--- src/rtl/tmds_pkg.sv ---
// Shared TMDS definitions: control-token codes, control values, alignment FSM states
// and the running-disparity alarm limit.
package tmds_pkg;

  localparam logic [9:0] TOK_CTL0 = 10'b1101010100;
  localparam logic [9:0] TOK_CTL1 = 10'b0010101011;
  localparam logic [9:0] TOK_CTL2 = 10'b0101010100;
  localparam logic [9:0] TOK_CTL3 = 10'b1010101011;

  typedef enum logic [1:0] {
    CTL_00 = 2'd0,
    CTL_01 = 2'd1,
    CTL_10 = 2'd2,
    CTL_11 = 2'd3
  } control_t;

  typedef enum logic [1:0] {
    SEARCH  = 2'd0,
    CONFIRM = 2'd1,
    LOCKED  = 2'd2
  } align_state_t;

  localparam int DISP_LIMIT = 16;

endpackage

--- src/rtl/tmds_symbol_decode.sv ---
// Combinational TMDS symbol decode: 10-bit word to control token or 8-bit video byte.
module tmds_symbol_decode (
  input  logic [9:0] sym,
  output logic       enable,
  output logic [1:0] control,
  output logic [7:0] data
);
  import tmds_pkg::*;

  logic [7:0] d;

  always_comb begin
    enable  = 1'b0;
    control = CTL_00;
    data    = 8'h00;
    // Undo the optional inversion before unwinding the XOR/XNOR chain.
    d       = sym[9] ? ~sym[7:0] : sym[7:0];
    case (sym)
      TOK_CTL0: control = CTL_00;
      TOK_CTL1: control = CTL_01;
      TOK_CTL2: control = CTL_10;
      TOK_CTL3: control = CTL_11;
      default: begin
        enable    = 1'b1;
        data[0]   = d[0];
        data[7:1] = sym[8] ? (d[7:1] ^ d[6:0]) : ~(d[7:1] ^ d[6:0]);
      end
    endcase
  end

endmodule

--- src/rtl/tmds_decoder.sv ---
// TMDS channel decoder: bit-slip word alignment on control tokens plus symbol decode.
// Optional running-disparity checker enabled by defining TMDS_DISPARITY_CHECK_EN.
module tmds_decoder #(
  parameter int LOCK_CNT     = 8,
  parameter int SLIP_WAIT    = 32,
  parameter int LOSS_TIMEOUT = 4096
) (
  input  logic       clk,
  input  logic       rst,
  input  logic [9:0] raw_in,
  input  logic       raw_valid,
  output logic [7:0] data,
  output logic [1:0] control,
  output logic       enable,
  output logic       valid,
  output logic       locked,
  output logic [3:0] offset,
  output logic       disp_err
);
  import tmds_pkg::*;

  localparam int MISS_W = $clog2(SLIP_WAIT);
  localparam int RUN_W  = $clog2(LOCK_CNT + 1);
  localparam int IDLE_W = $clog2(LOSS_TIMEOUT);
  localparam logic [MISS_W-1:0] MISS_LAST = MISS_W'(SLIP_WAIT - 1);
  localparam logic [RUN_W-1:0]  RUN_LOCK  = RUN_W'(LOCK_CNT);
  localparam logic [IDLE_W-1:0] IDLE_LAST = IDLE_W'(LOSS_TIMEOUT - 1);

  align_state_t      state, state_nxt;
  logic [3:0]        offset_nxt;
  logic [MISS_W-1:0] miss, miss_nxt;
  logic [RUN_W-1:0]  run, run_nxt;
  logic [IDLE_W-1:0] idle, idle_nxt;
  logic [9:0]        prev_raw;
  logic [19:0]       cat_p0;
  logic [9:0]        window_p0;
  logic              dec_enable;
  logic [1:0]        dec_control;
  logic [7:0]        dec_data;

  // Stage p0: select the 10-bit window from the previous and current words.
  assign cat_p0    = {raw_in, prev_raw};
  assign window_p0 = 10'(cat_p0 >> offset);

  tmds_symbol_decode u_symbol_decode (
    .sym     (window_p0),
    .enable  (dec_enable),
    .control (dec_control),
    .data    (dec_data)
  );

  always_comb begin
    state_nxt  = state;
    offset_nxt = offset;
    miss_nxt   = miss;
    run_nxt    = run;
    idle_nxt   = idle;
    if (raw_valid) begin
      case (state)
        SEARCH: begin
          if (!dec_enable) begin
            state_nxt = CONFIRM;
            run_nxt   = RUN_W'(1);
            miss_nxt  = '0;
          end else begin
            miss_nxt = miss + 1'b1;
            if (miss_nxt == MISS_LAST) begin
              offset_nxt = (offset == 4'd9) ? 4'd0 : offset + 4'd1;
              miss_nxt   = '0;
            end
          end
        end
        CONFIRM: begin
          if (!dec_enable) begin
            run_nxt = run + 1'b1;
            if (run_nxt == RUN_LOCK) begin
              state_nxt = LOCKED;
              idle_nxt  = '0;
            end
          end else begin
            state_nxt = SEARCH;
            miss_nxt  = '0;
          end
        end
        LOCKED: begin
          if (!dec_enable) begin
            idle_nxt = '0;
          end else begin
            idle_nxt = idle + 1'b1;
            if (idle_nxt == IDLE_LAST) begin
              state_nxt = SEARCH;
              miss_nxt  = '0;
            end
          end
        end
        default: state_nxt = SEARCH;
      endcase
    end
  end

  // Stage p1: alignment state and registered decode outputs.
  always_ff @(posedge clk) begin
    if (rst) begin
      state    <= SEARCH;
      offset   <= 4'd0;
      miss     <= '0;
      run      <= '0;
      idle     <= '0;
      prev_raw <= 10'd0;
      locked   <= 1'b0;
      valid    <= 1'b0;
      data     <= 8'h00;
      control  <= 2'b00;
      enable   <= 1'b0;
    end else begin
      state  <= state_nxt;
      offset <= offset_nxt;
      miss   <= miss_nxt;
      run    <= run_nxt;
      idle   <= idle_nxt;
      locked <= (state_nxt == LOCKED);
      valid  <= raw_valid && (state == LOCKED);
      if (raw_valid) begin
        prev_raw <= raw_in;
        data     <= dec_data;
        control  <= dec_control;
        enable   <= dec_enable;
      end
    end
  end

`ifdef TMDS_DISPARITY_CHECK_EN
  localparam logic signed [6:0] DISP_LIM = 7'(DISP_LIMIT);

  function automatic logic disp_over_limit(input logic signed [6:0] v);
    return (v > DISP_LIM) || (v < -DISP_LIM);
  endfunction

  logic signed [6:0] disp, disp_upd;
  logic [3:0]        ones;

  always_comb begin
    ones = 4'd0;
    for (int i = 0; i < 10; i++) ones = ones + {3'd0, window_p0[i]};
    disp_upd = disp + $signed({2'b00, ones, 1'b0}) - 7'sd10;
  end

  always_ff @(posedge clk) begin
    if (rst) begin
      disp     <= '0;
      disp_err <= 1'b0;
    end else begin
      disp_err <= 1'b0;
      if (raw_valid) begin
        if (!dec_enable) begin
          disp <= '0;
        end else if (state == LOCKED) begin
          if (disp_over_limit(disp_upd)) begin
            disp_err <= 1'b1;
            disp     <= '0;
          end else begin
            disp <= disp_upd;
          end
          if (state_nxt != LOCKED) disp <= '0;
        end
      end
    end
  end
`else
  assign disp_err = 1'b0;
`endif

endmodule
--- config.mk ---
export PLATFORM = sky130hd
export DESIGN_NAME = tmds_decoder
export DESIGN_NICKNAME = d
export VERILOG_FILES = /design/src/rtl/tmds_pkg.sv /design/src/rtl/tmds_symbol_decode.sv /design/src/rtl/tmds_decoder.sv
export SDC_FILE = /design/constraint.sdc
export NUM_CORES = 1
export LEC_CHECK = 0
export BUFFER_PORTS_ARGS = -buffer_cell sky130_fd_sc_hd__buf_2
export CAP_MARGIN = 20
export CORE_ASPECT_RATIO = 0.5
export CORE_MARGIN = 2
export CORE_UTILIZATION = 25
export CTS_BUF_LIST = sky130_fd_sc_hd__clkbuf_4 sky130_fd_sc_hd__clkbuf_8
export DETAILED_ROUTE_END_ITERATION = 6
export GPL_TIMING_DRIVEN = 0
export PLACE_DENSITY = 0.4
export REMOVE_ABC_BUFFERS = 1
export SETUP_SLACK_MARGIN = 0.05
export SYNTH_ARGS = -nofsm -noshare
export SYNTH_HDL_FRONTEND = slang
export SYNTH_SLANG_ARGS = --single-unit
--- constraint.sdc ---
create_clock -name clk -period 3.8 [get_ports clk]
set_input_delay 0.19 -clock clk [delete_from_list [all_inputs] [get_ports clk]]
set_output_delay 0.19 -clock clk [all_outputs]
set_load 0.01 [all_outputs]
=== After elaboration in Yosys (flattened, before gate mapping) ===
Index checks and enable logic that the tools add are counted.

* Bits in registers: 50
* Memories kept: 0
* Output and inout bits: 18
* Latch bits: 0
* Bits in read-only memories: 0
* Bits in writable memories: 0

* Mux-type cells: 26
* Reductions and logical operators: 10
* Divide/modulo/power cells: 0
* Bitwise operators: 4
* Shifts and indexed selects: 1
* Eq/ne operators: 17
* Add/subtract/negate cells: 4
* Multiply operators: 0
* Magnitude comparators: 0

{| class="wikitable"
|+ Operators with widths
! operator !! count
|-
| two-way mux 12 bit || 3
|-
| two-way mux 5 bit || 5
|-
| one-hot mux 12 bit (2 select lines) || 1
|-
| == test 10 bit (second input constant) || 2
|-
| right shift 20 x 4 -> 10 bit || 1
|-
| two-way mux 8 bit || 2
|-
| one-hot mux 5 bit (3 select lines) || 1
|-
| adder 12 x 1 -> 12 bit (second input constant) || 1
|-
| == test 12 bit (second input constant) || 1
|-
| two-way mux 2 bit || 6
|-
| two-way mux 4 bit || 3
|-
| inequality test 2 bit (second input constant) || 6
|-
| one-hot mux 2 bit (3 select lines) || 2
|-
| AND reduction 4 bit || 3
|-
| == test 10 x 8 -> 1 bit (second input constant) || 1
|-
| == test 10 x 9 -> 1 bit (second input constant) || 1
|-
| adder 4 x 1 -> 4 bit (second input constant) || 2
|-
| == test 4 bit (second input constant) || 2
|-
| inverter 8 bit || 1
|-
| one-hot mux 4 bit (2 select lines) || 1
|-
| two-way mux 7 bit || 1
|-
| inverter 7 bit || 1
|-
| XOR 7 bit || 1
|-
| adder 5 x 1 -> 5 bit (second input constant) || 1
|-
| 11 further kinds || 13
|}

=== Logic depth before layout (Yosys ltp) ===
* Word-level depth: 7
* Gate-level depth with buffers: 14
* Mapped depth without buffers: 10

=== Cells and area by module ===
Synthesis repeated with hierarchy kept, for this count alone.

* Cell total of the unflattened synthesis: 437
* Area, all modules: 3671.0 um^2

{| class="wikitable"
|+ By module, submodules not included
! module !! area each (um^2) !! instances !! cells an instance
|-
| tmds_decoder || 3290.7 || 1 || 393
|-
| tmds_symbol_decode || 380.4 || 1 || 44
|}

=== Worst setup path after synthesis ===
No wires, ideal clock.

* Path kind: register -> register
* Start: register offset[0]
* End: register idle[1]
* Arrival: 3.064 ns
* Setup slack: 0.619 ns
* Stages on the path, launching flop included: 11
* Library setup time: 0.117 ns
* Cell sequence: dfxtp_1 > buf_6 > mux4_2 > a22o_1 > or3b_1 > or4_1 > buf_2 > and2_4 > o221a_1 > buf_2 > a32o_1

* Cells in the longest elaborated chain, start to end: 5

{| class="wikitable"
|+ Ends and longest elaborated chain
! what !! line !! source
|-
| from (decl) || tmds_decoder.sv:17 || <nowiki>output logic [3:0] offset,</nowiki>
|-
| from (signal assigned) || tmds_decoder.sv:117 || <nowiki>offset <= offset_nxt;</nowiki>
|-
| right shift 20 x 4 -> 10 bit * || tmds_decoder.sv:43 || <nowiki>assign window_p0 = 10'(cat_p0 >> offset);</nowiki>
|-
| == test 10 bit (tied with other cells) || tmds_symbol_decode.sv:18 || <nowiki>case (sym)</nowiki>
|-
| OR reduction 4 bit (no line) * || -- ||
|-
| inequality test 2 bit (no line) or two-way mux 12 bit (tied branches) || -- ||
|-
| AND reduction 4 bit (no line) or one-hot mux 12 bit (2 select lines) (tied branches) || -- ||
|-
| to (signal assigned) || tmds_decoder.sv:120 || <nowiki>idle <= idle_nxt;</nowiki>
|-
| to (decl) || tmds_decoder.sv:33 || <nowiki>logic [IDLE_W-1:0] idle, idle_nxt;</nowiki>
|}

Mark *: on every way between the ends. The rest lies on a longest branch, timed or not.
A chain may end at the register's enable or synchronous reset.

=== Worst setup path in the final report ===
* Start: register offset[1]
* End: register locked

* Cells in the longest elaborated chain, start to end: 7

{| class="wikitable"
|+ Ends and longest elaborated chain
! what !! line !! source
|-
| right shift 20 x 4 -> 10 bit * || tmds_decoder.sv:43 ||
|-
| == test 10 bit (tied with other cells) || tmds_symbol_decode.sv:18 ||
|-
| OR reduction 4 bit (no line) * || -- ||
|-
| two-way mux 2 bit (on tied branches) || tmds_decoder.sv:86, tmds_decoder.sv:61, tmds_decoder.sv:74 ||
|-
| one-hot mux 2 bit (3 select lines) * || tmds_decoder.sv:59 || <nowiki>case (state)</nowiki>
|-
| two-way mux 2 bit * || tmds_decoder.sv:58 || <nowiki>if (raw_valid) begin</nowiki>
|-
| == test 2 bit * || tmds_decoder.sv:121 || <nowiki>locked <= (state_nxt == LOCKED);</nowiki>
|-
| to (signal assigned) || tmds_decoder.sv:121 ||
|-
| to (decl) || tmds_decoder.sv:16 || <nowiki>output logic locked,</nowiki>
|}

Marks and branches as above.

==> summary by stage <==
STA
The final number of setup-violating endpoints is 0. Timing would allow up to 285.3 MHz. The clock skew is 0.005580 ns.

The count of endpoints failing hold in the final timing report is 0. The time the worst path needs with I/O delays and setup is 3.505 ns. Setup repair after global routing left no endpoint under its margin. The fraction of the cycle the final worst path needs is 92.22%.

The actual slew at the worst max-slew pin is 0.9375 ns. The tightest slew margin relative to the limit is 37.50%. The max-slew violation count was 0. Across all hold checks on the routed design, the worst slack comes to 0.1590 ns. In the final timing run, aggregate negative setup slack is 0 ns.

Finish
The library cell used most frequently in the layout, excluding fill and tap cells, is sky130_fd_sc_hd__dfxtp_1. The top cell types in the final layout, fill and taps aside, are 46 x sky130_fd_sc_hd__dfxtp_1, 37 x sky130_fd_sc_hd__nor2_1, 36 x sky130_fd_sc_hd__nand2_1. After the last flow step, the layout net total stands at 473.

Cells with a size suffix above 1 make up 21.46% of the layout. Compared with the post-synthesis result, the final layout area differs by 12.71%. The finished layout cell area is 4260 um2. The antenna diode instance count is 0. The filler cells instantiated in the layout total 1572.

Placed design
At the end of routability-driven placement, the weighted congestion stood at 0.7284. Detailed placement ended at an HPWL of 6992 um. Once placement finished, the instance area stood at 4026 um2. Buffers placed on the I/O ports in this run total 29.

Synthesis
The mean cell area of the mapped netlist is 8.689 um2. The warning count from the yosys run is 0. Sequential elements use 26.48% of the synthesized area.

In this run, distinct cell masters in the synthesized netlist total 61. Among all flip-flop cells after synthesis, the most frequent one is sky130_fd_sc_hd__dfxtp_1. The total standard cell area after synthesis is 3780 um2.

Counting every instance in the synthesized netlist gives 435. Counting flops with a built-in enable in the synthesized netlist gives 0. The fraction of synthesis flops using an asynchronous set or reset pin is 0%.

The number of storage elements in the synthesis netlist is 50.

Die
From bottom edge to top edge, the die measures 90.95 um. The placeable core region is 14620 um2. Measured along the x axis, the die boundary spans 177.9 um. For this design the top-level I/O count stands at 31. The floorplan has 31 rows. The initial core utilization is 25.85%. The die covers 16180 um2.

Critical path
The most critical setup path has its endpoint at locked. The launching point of the worst reg2reg path is offset[1]. The worst setup path is captured at a flop. The number of cells on the worst reg-to-reg path is 9. The highest net fanout along the worst path is 11.

The critical path class is flop to flop. In this run the register-to-register setup slack is 0.30 ns. Data on the critical path arrives at its endpoint at 3.71 ns. STA classifies the critical path startpoint as a flop.

For the worst setup path, the data required time is 4.01 ns. In this run the worst setup path begins at offset[1]. The endpoint of the lowest-slack register-to-register path is locked.

Clocking
The clock transition time at the flip-flop clock pins of the worst setup and hold paths is 0.11 ns. The tree built by TritonCTS fans out to 50 sinks. The cell at the root of the clock tree is sky130_fd_sc_hd__clkbuf_8. TritonCTS built the clock tree.

The number of hold buffers added after cts is 0. The number of levels the H-tree was split into is 2. The longest clock path from root to sink contains 2 buffers. The clock reaches the later pin of the worst-skew pair after 0.33 ns. The number of clock buffers inserted by TritonCTS is 5.

Power and ir drop
In this run the power density over the cells is 251.7 nW/um2. The maximum ir drop on the vdd rail is 107.1 uV. The leakage power is 1.601 nW. The design draws 1.072 mW.

Route
The number of optimization iterations in the first detailed-route pass is 4. The final route contains 3336 vias. Dividing the detail-routed via count by the number of cells gives 5.132. In this run the remaining antenna-violating nets after routing total 0. The number of DRC markers after the initial detailed-route iteration is 226. The total wirelength of the detailed-routed design is 10350 um.

The average detailed-routed wire length per instance is 15.92 um. The remaining design rule violation count is 0.

Global routing
The number of global-route vias before repair came to 3214. After global routing the overflow that remains totals 0. The initial antenna violation count is 0. Entering global routing, the biggest net connects 46 pins. The first global-routing pass estimated 17400 um of wire. For this run, the total global-route usage over all layers was measured as 13.30%.

Run status
The flow ran to the end, and the final reports show no timing, DRC or antenna violations.

Hold path
The path type of the worst min-delay path is input port to flop.

Job
The total of max-cap violations is 0.
==> how the worst min path moves through the flow <==
stage               from          end  slack, ns  cells past startpoint
6_report       raw_in[9]  prev_raw[9]       0.16                      3
5_1_grt        raw_in[9]  prev_raw[9]       0.17                      3
4_1_cts        raw_in[9]  prev_raw[9]       0.15                      3
3_5_place_dp     data[2]      data[2]       0.45                      2
3_3_place_gp     data[4]      data[4]       0.45                      2
2_1_floorplan        rst   control[0]       0.26                      1
==> registers in the layout (all words and copies together) (netlist names) <==
name,cells
valid,1
state,2
enable,1
prev_raw,10
control,2
miss,5
data,8
offset,4
idle,12
locked,1
run,4
==> logic make-up (layout without fill, tap and decap cells) <==
| logic type | count (synthesis) | after routing | synth area share (%) |
|---|---|---|---|
| mux | 47 | 47 | 20.49 |
| fa+ha+maj | 9 | 9 | 2.979 |
| xor+xnor | 18 | 18 | 4.171 |
| compound gates | 96 | 96 | 17.81 |
| buf+inv | 47 | 64 | 6.024 |
| other cells | 1 | 1 | 0.09921 |
| simple gates | 167 | 167 | 21.95 |
| flops | 50 | 50 | 26.48 |
==> cells in the mapped netlist (all sizes together), types with 6 or more instances <==
cell type | number | share of area (%)
nor3 | 6 | 0.79
and3 | 8 | 1.3
nand2 | 37 | 3.7
xor2 | 9 | 2.1
buf | 19 | 3.2
nor2b | 7 | 1.2
nor2 | 37 | 3.7
mux2i | 17 | 4.5
mux4 | 23 | 14
ha | 9 | 3.0
a21o | 9 | 1.8
mux2 | 7 | 2.1
or3 | 8 | 1.3
dfxtp | 50 | 26
inv | 14 | 1.4
a31oi | 10 | 1.7
nand3 | 33 | 4.4
o21ai | 15 | 2.0
a21oi | 22 | 2.9
xnor2 | 9 | 2.1
clkbuf | 14 | 1.4
nand4 | 9 | 1.5
==> where the power goes <==
part	internal, mW	leakage (nW)	total (mW)	switching, mW
sequential	0.539	0.410	0.555	0.0157
clock	0.139	0.0486	0.363	0.224
combinational	0.0667	1.14	0.155	0.0880
==> through the flow <==
| stage | instances | setup WS, ns | utilization (%) |
|---|---|---|---|
| final | 650 | 0.2955 | 29.13 |
| after global routing | 650 | 0.06930 | 29.13 |
| after CTS | 639 | 0.06459 | 28.42 |
| after detailed placement | 630 | -0.6237 | 27.53 |
| after global placement | 629 | -1.148 | 27.34 |
| after floorplan | 402 | -0.1832 | - |
==> critical path, stage by stage, from the launching register on <==
cell	delay [ns]
sky130_fd_sc_hd__dfxtp_4	0.43
sky130_fd_sc_hd__buf_4	0.21
sky130_fd_sc_hd__mux4_2	0.53
sky130_fd_sc_hd__mux2i_1	0.25
sky130_fd_sc_hd__and2_1	0.20
sky130_fd_sc_hd__a31oi_1	0.11
sky130_fd_sc_hd__or4_4	0.64
sky130_fd_sc_hd__nand2_4	0.18
sky130_fd_sc_hd__mux2_2	0.38
sky130_fd_sc_hd__a2111oi_2	0.44
==> area by class of cell <==
type | count | area [um2] | share of cell area [%]
Clock buffer | 6 | 76.32 | 1.791
Clock inverter | 2 | 13.76 | 0.3231
Inverter | 14 | 52.55 | 1.233
Multi-Input combinational cell | 338 | 2590 | 60.79
Sequential cell | 50 | 1013 | 23.79
Tap cell | 198 | 247.7 | 5.815
Timing Repair Buffer | 42 | 266.5 | 6.256
==> routing by layer <==
metal,part of all wire (%),routed length [um],vias up,GRT usage (%)
met1,51,5305,1592,19.12
met4,1.3,135,0,3.279
met3,3.7,384,12,2.554
met5,0,0,-,0
met2,44,4520,64,20.32
li1,-,-,1668,-
==> timing repair <==
action / 4_1_cts / 5_1_grt
setup buffers: 1 / 11
setup endpoints to repair: 25 / 2
gates resized for setup: 10 / 4
endpoints found under the hold margin: 0 / 0
(Power assumes the default switching activity.)
